===== config.mk =====
export PLATFORM = sky130hd
export DESIGN_NAME = plic_claim_arbiter
export DESIGN_NICKNAME = d
export VERILOG_FILES = /design/src/rtl/plic_claim_arbiter.sv
export SDC_FILE = /design/constraint.sdc
export NUM_CORES = 1
export LEC_CHECK = 0
export ABC_AREA = 1
export CORE_AREA = 2 2 485 487
export DETAILED_ROUTE_END_ITERATION = 10
export DIE_AREA = 0 0 487 489
export SYNTH_ARGS = -nofsm -noshare
export SYNTH_HDL_FRONTEND = slang
export SYNTH_SLANG_ARGS = --single-unit

===== constraint.sdc =====
create_clock -name clk -period 4.47 [get_ports clk]
set_input_delay 0.894 -clock clk [delete_from_list [all_inputs] [get_ports clk]]
set_output_delay 0.894 -clock clk [all_outputs]
set_load 0.02 [all_outputs]

===== src/rtl/plic_claim_arbiter.sv =====
// plic_claim_arbiter: PLIC claim/complete engine.
// Gateways latch source requests into pending bits; a sequential sweep picks
// the highest-priority pending, unmasked source (ties to the lowest ID) and
// presents its ID on the claim/complete register.
// Build option: define PLIC_EDGE_TRIGGER_EN for edge-triggered gateways
// (pending sets on a 0->1 request transition); default is level-triggered.
module plic_claim_arbiter #(
  parameter int unsigned N_interrupts = 32
) (
  input  logic                       clk,
  input  logic                       n_rst,
  input  logic [N_interrupts-1:0]    interrupt_requests,
  input  logic [N_interrupts*32-1:0] interrupt_priority_regs,
  input  logic [N_interrupts-1:0]    interrupt_masks,
  input  logic [31:0]                claim_complete_addr,
  input  logic [31:0]                addr,
  input  logic                       ren,
  input  logic                       wen,
  input  logic [31:0]                wdata,
  output logic [31:0]                rdata,
  output logic                       addr_valid,
  output logic [N_interrupts-1:0]    interrupt_pending,
  output logic                       interrupt_service_request
);

  localparam int unsigned IDX_W = (N_interrupts > 1) ? $clog2(N_interrupts) : 1;
  localparam int unsigned ID_W  = $clog2(N_interrupts + 1);

  typedef enum logic {SCAN, LOAD} state_e;

  state_e                  state_q, state_d;
  logic [IDX_W-1:0]        idx_q, idx_d;
  logic [ID_W-1:0]         best_id_q, best_id_d;
  logic [31:0]             best_prio_q, best_prio_d;
  logic [ID_W-1:0]         claim_id_q, claim_id_d;
  logic [N_interrupts-1:0] pending_q, pending_d;
  logic [N_interrupts-1:0] in_service_q, in_service_d;
  logic                    isr_q, isr_d;
  logic [N_interrupts-1:0] req_fire;

  logic [31:0]      addr_off;
  logic [IDX_W-1:0] claim_idx;
  logic [IDX_W-1:0] complete_idx;
  logic             claim_hit;
  logic             complete_hit;
  logic [31:0]      cand_prio;

`ifdef PLIC_EDGE_TRIGGER_EN
  logic [N_interrupts-1:0] req_prev_q, req_prev_d;

  // Edge gateway: a request fires only on its rising transition
  always_comb begin
    req_prev_d = interrupt_requests;
    req_fire   = interrupt_requests & ~req_prev_q;
  end

  // Previous request register for edge detection
  always_ff @(posedge clk or negedge n_rst) begin
    if (!n_rst) req_prev_q <= '0;
    else        req_prev_q <= req_prev_d;
  end
`else
  // Level gateway: an active request fires every cycle
  always_comb begin
    req_fire = interrupt_requests;
  end
`endif

  // Claim/complete register decode and claim read data
  always_comb begin
    addr_off     = addr - claim_complete_addr;
    addr_valid   = (addr_off < 32'd4);
    claim_idx    = IDX_W'(claim_id_q - ID_W'(1));
    claim_hit    = addr_valid & ren & (claim_id_q != '0) &
                   pending_q[claim_idx] & ~interrupt_masks[claim_idx];
    rdata        = claim_hit ? 32'(claim_id_q) : '0;
    complete_hit = addr_valid & wen & (wdata >= 32'd1) &
                   (wdata <= 32'(N_interrupts));
    complete_idx = IDX_W'(wdata - 32'd1);
  end

  // Gateway pending/in-service update; a claim overrides a same-cycle request
  always_comb begin
    pending_d    = pending_q | (req_fire & ~in_service_q & ~pending_q);
    in_service_d = in_service_q;
    if (complete_hit) in_service_d[complete_idx] = 1'b0;
    if (claim_hit) begin
      pending_d[claim_idx]    = 1'b0;
      in_service_d[claim_idx] = 1'b1;
    end
  end

  // Sweep FSM: one source per SCAN cycle, LOAD publishes the winner
  always_comb begin
    state_d     = state_q;
    idx_d       = idx_q;
    best_id_d   = best_id_q;
    best_prio_d = best_prio_q;
    claim_id_d  = claim_id_q;
    isr_d       = (claim_id_q != '0);
    cand_prio   = interrupt_priority_regs[32*int'(idx_q) +: 32];
    case (state_q)
      SCAN: begin
        if (pending_q[idx_q] && !interrupt_masks[idx_q] && (cand_prio > best_prio_q)) begin
          best_id_d   = ID_W'(idx_q) + ID_W'(1);
          best_prio_d = cand_prio;
        end
        if (idx_q == IDX_W'(N_interrupts - 1)) state_d = LOAD;
        else                                   idx_d   = idx_q + 1'b1;
      end
      LOAD: begin
        claim_id_d  = best_id_q;
        best_id_d   = '0;
        best_prio_d = '0;
        idx_d       = '0;
        state_d     = SCAN;
      end
      default: state_d = SCAN;
    endcase
    // A successful claim invalidates the sweep in progress
    if (claim_hit) begin
      claim_id_d  = '0;
      best_id_d   = '0;
      best_prio_d = '0;
      idx_d       = '0;
      state_d     = SCAN;
    end
  end

  // State registers
  always_ff @(posedge clk or negedge n_rst) begin
    if (!n_rst) begin
      state_q      <= SCAN;
      idx_q        <= '0;
      best_id_q    <= '0;
      best_prio_q  <= '0;
      claim_id_q   <= '0;
      pending_q    <= '0;
      in_service_q <= '0;
      isr_q        <= 1'b0;
    end else begin
      state_q      <= state_d;
      idx_q        <= idx_d;
      best_id_q    <= best_id_d;
      best_prio_q  <= best_prio_d;
      claim_id_q   <= claim_id_d;
      pending_q    <= pending_d;
      in_service_q <= in_service_d;
      isr_q        <= isr_d;
    end
  end

  assign interrupt_pending         = pending_q;
  assign interrupt_service_request = isr_q;

endmodule

== Word level (Yosys, flattened, before mapping) ==
Cells that the tools add are included.

* Bits in registers: 115
* Input port bits: 1188
* Output and inout port bits: 66
* Logic and storage cells: 82

* $add $sub $neg: 5
* $lt $le $gt $ge: 9
* Equal/unequal tests: 3
* Shifts and indexed selects: 1
* Mux-type cells: 30
* Bitwise logic cells: 19
* Reductions and logical operators: 7

{| class="wikitable"
|+ Operators with widths
! operator !! number
|-
| indexed part select 1024 x 11 -> 32 bit || 1
|-
| 2-to-1 mux 32 bit || 5
|-
| AND 32 bit || 4
|-
| NOT 32 bit || 4
|-
| OR 32 bit || 2
|-
| case mux 32 bit (2 select lines) || 1
|-
| >= comparator 32 x 1 -> 1 bit, second input constant || 1
|-
| > comparator 32 bit || 1
|-
| less-or-equal comparator 32 x 6 -> 1 bit, second input constant || 1
|-
| < comparator 32 x 3 -> 1 bit, second input constant || 1
|-
| subtractor 32 bit || 1
|-
| 2-to-1 mux 6 bit || 5
|-
| binary-select mux 1 bit (select 5 bit) || 4
|-
| < comparator 5 x 6 -> 1 bit, second input constant || 3
|-
| case mux 6 bit (2 select lines) || 1
|-
| demux 1 bit (select 5 bit) || 2
|-
| >= comparator 5 x 1 -> 1 bit, second input constant || 2
|-
| 2-to-1 mux 5 bit || 2
|-
| case mux 5 bit (2 select lines) || 1
|-
| subtractor 5 x 1 -> 5 bit, second input constant || 2
|-
| 2-to-1 mux 1 bit || 8
|-
| AND 1 bit || 7
|-
| adder 5 x 1 -> 6 bit, second input constant || 1
|-
| inequality test 3 bit, second input constant || 2
|-
| other kinds (8) || 12
|}

== Logic depth before layout (Yosys ltp) ==
* Depth in word-level cells: 10
* Depth in mapped cells: 26
* Depth with buffers taken out: 21

== Worst setup path before layout ==
OpenSTA, ideal clock, no wires.

* Kind: input to output
* Start point: in claim_complete_addr[6]
* End point: out rdata[0]
* Data arrival time: 3082 ps
* Setup slack: 494 ps
* Cell stages on the path: 18
* Buffers on the path: 1
* Cell sequence: inv_1 ha_1 nand2_1 inv_2 a21oi_1 nand2_1 nand2_1 nand2_1 nand2_1 nand2_1 nand2_1 nand2_1 nor2_1 nand2_1 nor2_8 nand4_4 buf_2 nor2_1

* Cells in the longest elaborated chain, start to end: 7

{| class="wikitable"
|+ Ends and longest elaborated chain
! what !! RTL line !! text
|-
| from (decl) || 15 || <nowiki>input logic [31:0] claim_complete_addr,</nowiki>
|-
| subtractor 32 bit || 71 || <nowiki>addr_off = addr - claim_complete_addr;</nowiki>
|-
| < comparator 32 x 3 -> 1 bit || 72 || <nowiki>addr_valid = (addr_off < 32'd4);</nowiki>
|-
| AND 1 bit (3 in series) || 74 || <nowiki>claim_hit = addr_valid & ren & (claim_id_q != '0) &</nowiki>
|-
| AND 1 bit || 75 || <nowiki>pending_q[claim_idx] & ~interrupt_masks[claim_idx];</nowiki>
|-
| 2-to-1 mux 6 bit || 76 || <nowiki>rdata = claim_hit ? 32'(claim_id_q) : '0;</nowiki>
|-
| to (decl) || 20 || <nowiki>output logic [31:0] rdata,</nowiki>
|}

Every way passes these cells.

== Worst setup path after layout ==
* Start point: in claim_complete_addr[19]
* End point: out addr_valid

* Cells in the longest elaborated chain, start to end: 2

{| class="wikitable"
|+ Ends and longest elaborated chain
! what !! RTL line !! text
|-
| subtractor 32 bit || 71 ||
|-
| < comparator 32 x 3 -> 1 bit || 72 ||
|-
| to (decl) || 21 || <nowiki>output logic addr_valid,</nowiki>
|}

Every way passes these cells.

==> run metrics <==
Worst IR Drop VDD=0.273 mV; CP startpoint=claim_complete_addr[19]; Worst-Skew Late Latency=0.46 ns; port buffer count=1,227; share of layout cells above drive strength 1=0.163; die footprint=238,000 µm²; starting density of the core=0.0811; Max Root-Sink Buffers=2; actual slew at the worst max-slew pin=0.913 ns; count of cell types in the netlist=44; Main synth FF type=dfrtp_1; Post-synth top cells=nor2_1, o21ai_0, nand2_1, inv_1, clkbuf_1; Slew headroom=0.388; fillcell total=26.7k; Core ar.=234,000 µm²; Crit-path slowest cell=clkdlybuf4s50_1; Sink Count=115; die width=487 µm; Rows=178; CTS tree=done; Root Driver=clkbuf_16; CP delay by family, top=simple AND/OR/NAND/NOR gates; via count=30.6k; Fin. Hold Viols=0; grt ovf=0; pin count of the biggest net entering global routing=86; most common cell in the netlist=nor2_1; reg2reg start=idx_q[0]$_DFFE_PN0P_; synth warn=0; Worst Slack Setup Final=0.0490 ns; Initial DRC Count=1,980; I/O pins=1,254; RSZ-0062 raised after global routing=true; Die Y=489 µm; crit path DAT=3.53 ns; final period utilization=0.989; Total Wirelength=223,000 µm; vias in the first global route=29.2k; GR Util All Layers=0.173; ranking of synthesized cells by area=o21ai_0, nor2_1, dfrtp_1, nand2_1, inv_1; #FFs+latches synth=115; Tmin final=4.42 ns; hold wc startpoint=in_service_q[5]$_DFF_PN0_; delay of the slowest cell on the worst path=0.45 ns; Max Slew Vio Count=0; Clock Skew=0.0246 ns; CP Capture Type=primary output; type of the most critical hold path=reg -> reg; leak pwr=16.1 nW; Avg Synthesized Cell Area=5.60 µm²; Num CTS Buffers=17; setup TNS=0 ns; Async SR Flop Fraction=1.00; Setup Crit Path Kind=in -> out; DRC viols=0; Critical Path Source Type=input port; Max Cap Viol=0; Post-synth EDFFs=0; crit path max fanout=4; Synth Instances=3,383; WP buf/inv=6; initial antenna violation count=179; CP required=3.58 ns; Synth top area share=0.173; Max Clk Rate=226 MHz; Placer Congestion=0.919; Synth Cell Area=19,000 µm²; via/cell ratio=3.89; status=completed; DR pass1 iterations=6; Final ANT Viol Nets=0; worst slack at placement=-0.700 ns; # nets final=6,008; sequential fraction of the synthesis area=0.152; CTS H-tree lvls=4; drt wl/cell=28.3 µm; post-DP HPWL=190,000 µm; Cell Pwr Density=177 nW/µm²; post-synth top area cell=o21ai_0; synthesis-to-layout area growth=113%; clk slew on worst S/H paths=0.07 ns; global-route wire length before repair=273,000 µm; final setup violation count=0; R2R setup slack=0.05 ns; crit-path cells=clkdlybuf4s50_1 -> inv_1 -> ha_4 -> nand2_4 -> nor2_4 -> inv_1 -> nor2_4 -> nand3_1 -> nand3_1 -> nand2_1 -> nor2_2 -> nand2_2 -> buf_4 -> nor4_4 -> buf_4 -> buf_12
==> worst reg2reg max path, delay by kind of cell, from the launching register on <==
family	cells	cell delay, ns
buffers and inverters	5	0.96
flip-flops	1	0.61
adder cells (fa/ha/maj)	1	0.39
AND/OR/NAND/NOR	8	0.83
AO/OA/AOI/OAI	5	1.53
==> cell usage in the layout, fill, tap and decap left out, types with 16 or more instances in the layout <==
cell type / Yosys / layout
o211ai_1: 104 / 104
nor2_1: 798 / 757
conb_1: 1 / 26
ha_1: 69 / 39
dfrtp_1: 115 / 110
diode_2: 0 / 62
o21ai_0: 656 / 606
nand3_1: 63 / 52
nand3_2: 5 / 16
a21oi_1: 86 / 66
dlymetal6s2s_1: 0 / 38
o22ai_1: 149 / 125
clkbuf_16: 0 / 28
nand2_4: 0 / 27
o21ai_1: 31 / 74
buf_12: 0 / 39
inv_1: 283 / 247
o22ai_2: 0 / 24
ha_4: 0 / 28
inv_2: 6 / 37
nand2_1: 439 / 330
buf_4: 31 / 315
nand4_1: 63 / 63
clkdlybuf4s50_1: 0 / 1179
o221ai_1: 120 / 105
a31oi_1: 34 / 23
nor2_4: 1 / 30
nand2_2: 2 / 80
==> what timing repair did <==
item                                    CTS  global route
resized for setup                       138           397
endpoints found under the setup margin   45            45
pin swaps                                10           154
cloned                                    2            14
buffers inserted                          1            34
hold buffers                              0             0
==> stage by stage <==
stage	instances	power (W)	cell area, µm²	util	hold slack (ns)
after floorplan	3408	0.00315	19100	-	0.453
after global placement	7741	0.00538	37000	0.158	0.467
after detailed placement	7741	0.00538	37000	0.158	0.473
after CTS	7776	0.00701	38300	0.164	0.490
after global routing	7868	0.00764	40300	0.173	0.519
final	7886	0.00714	40400	0.173	0.485
==> layer usage <==
layer | track usage | wire length (µm) | vias up
met3 | 0.0443 | 15600 | 327
met5 | 0 | 438 | -
met2 | 0.302 | 109000 | 1436
li1 | - | - | 14500
met4 | 0.0555 | 7850 | 72
met1 | 0.205 | 90400 | 14300
==> cell families after synthesis <==
| group | Yosys count | share of synthesized area |
|---|---|---|
| AOI/OAI and AO/OA | 1190 | 0.365 |
| xor gates and xnor gates | 9 | 0.00535 |
| adders and majority gates | 69 | 0.0455 |
| buffers and inverters | 580 | 0.125 |
| DFF | 115 | 0.152 |
| other | 1 | 0.000198 |
| and+or+nand+nor | 1419 | 0.307 |
==> flip-flops by register name (all words and copies together) (netlist names) <==
name                       cells
in_service_q                  32
claim_id_q                     6
best_prio_q                   32
interrupt_service_request      1
best_id_q                      6
idx_q                          5
state_q                        1
interrupt_pending             32
==> final timing paths <==
kind / end / depth (start not counted)
worst max-delay path: addr_valid / 16
max in group asynchronous: in_service_q[4]$_DFF_PN0_ / 2
worst max register to register: best_id_q[2]$_DFFE_PN0P_ / 19
worst min register to register: in_service_q[5]$_DFF_PN0_ / 2
worst min-delay path: in_service_q[5]$_DFF_PN0_ / 2
min in group asynchronous: in_service_q[30]$_DFF_PN0_ / 1
==> layout make-up <==
class | count | area (µm²) | area share
flip-flops and latches | 115 | 2890 | 0.0716
well taps | 3060 | 3830 | 0.0948
repair inverters | 3 | 31.3 | 0.000775
inverters | 291 | 1160 | 0.0288
diodes | 62 | 155 | 0.00384
clock inverters | 14 | 146 | 0.00363
multi-input cells | 2713 | 15500 | 0.384
repair buffers | 1610 | 16200 | 0.402
clock buffers | 18 | 439 | 0.0109
==> where the power goes <==
part	leakage, nW	switching (W)	internal [W]	total [W]
Sequential	1.31	0.0000941	0.00123	0.00132
Clock	0.293	0.000681	0.000801	0.00148
Combinational	14.5	0.00233	0.00200	0.00433
Total	16.1	0.00311	0.00403	0.00714
No activity file was read; power rests on OpenSTA's default activity.
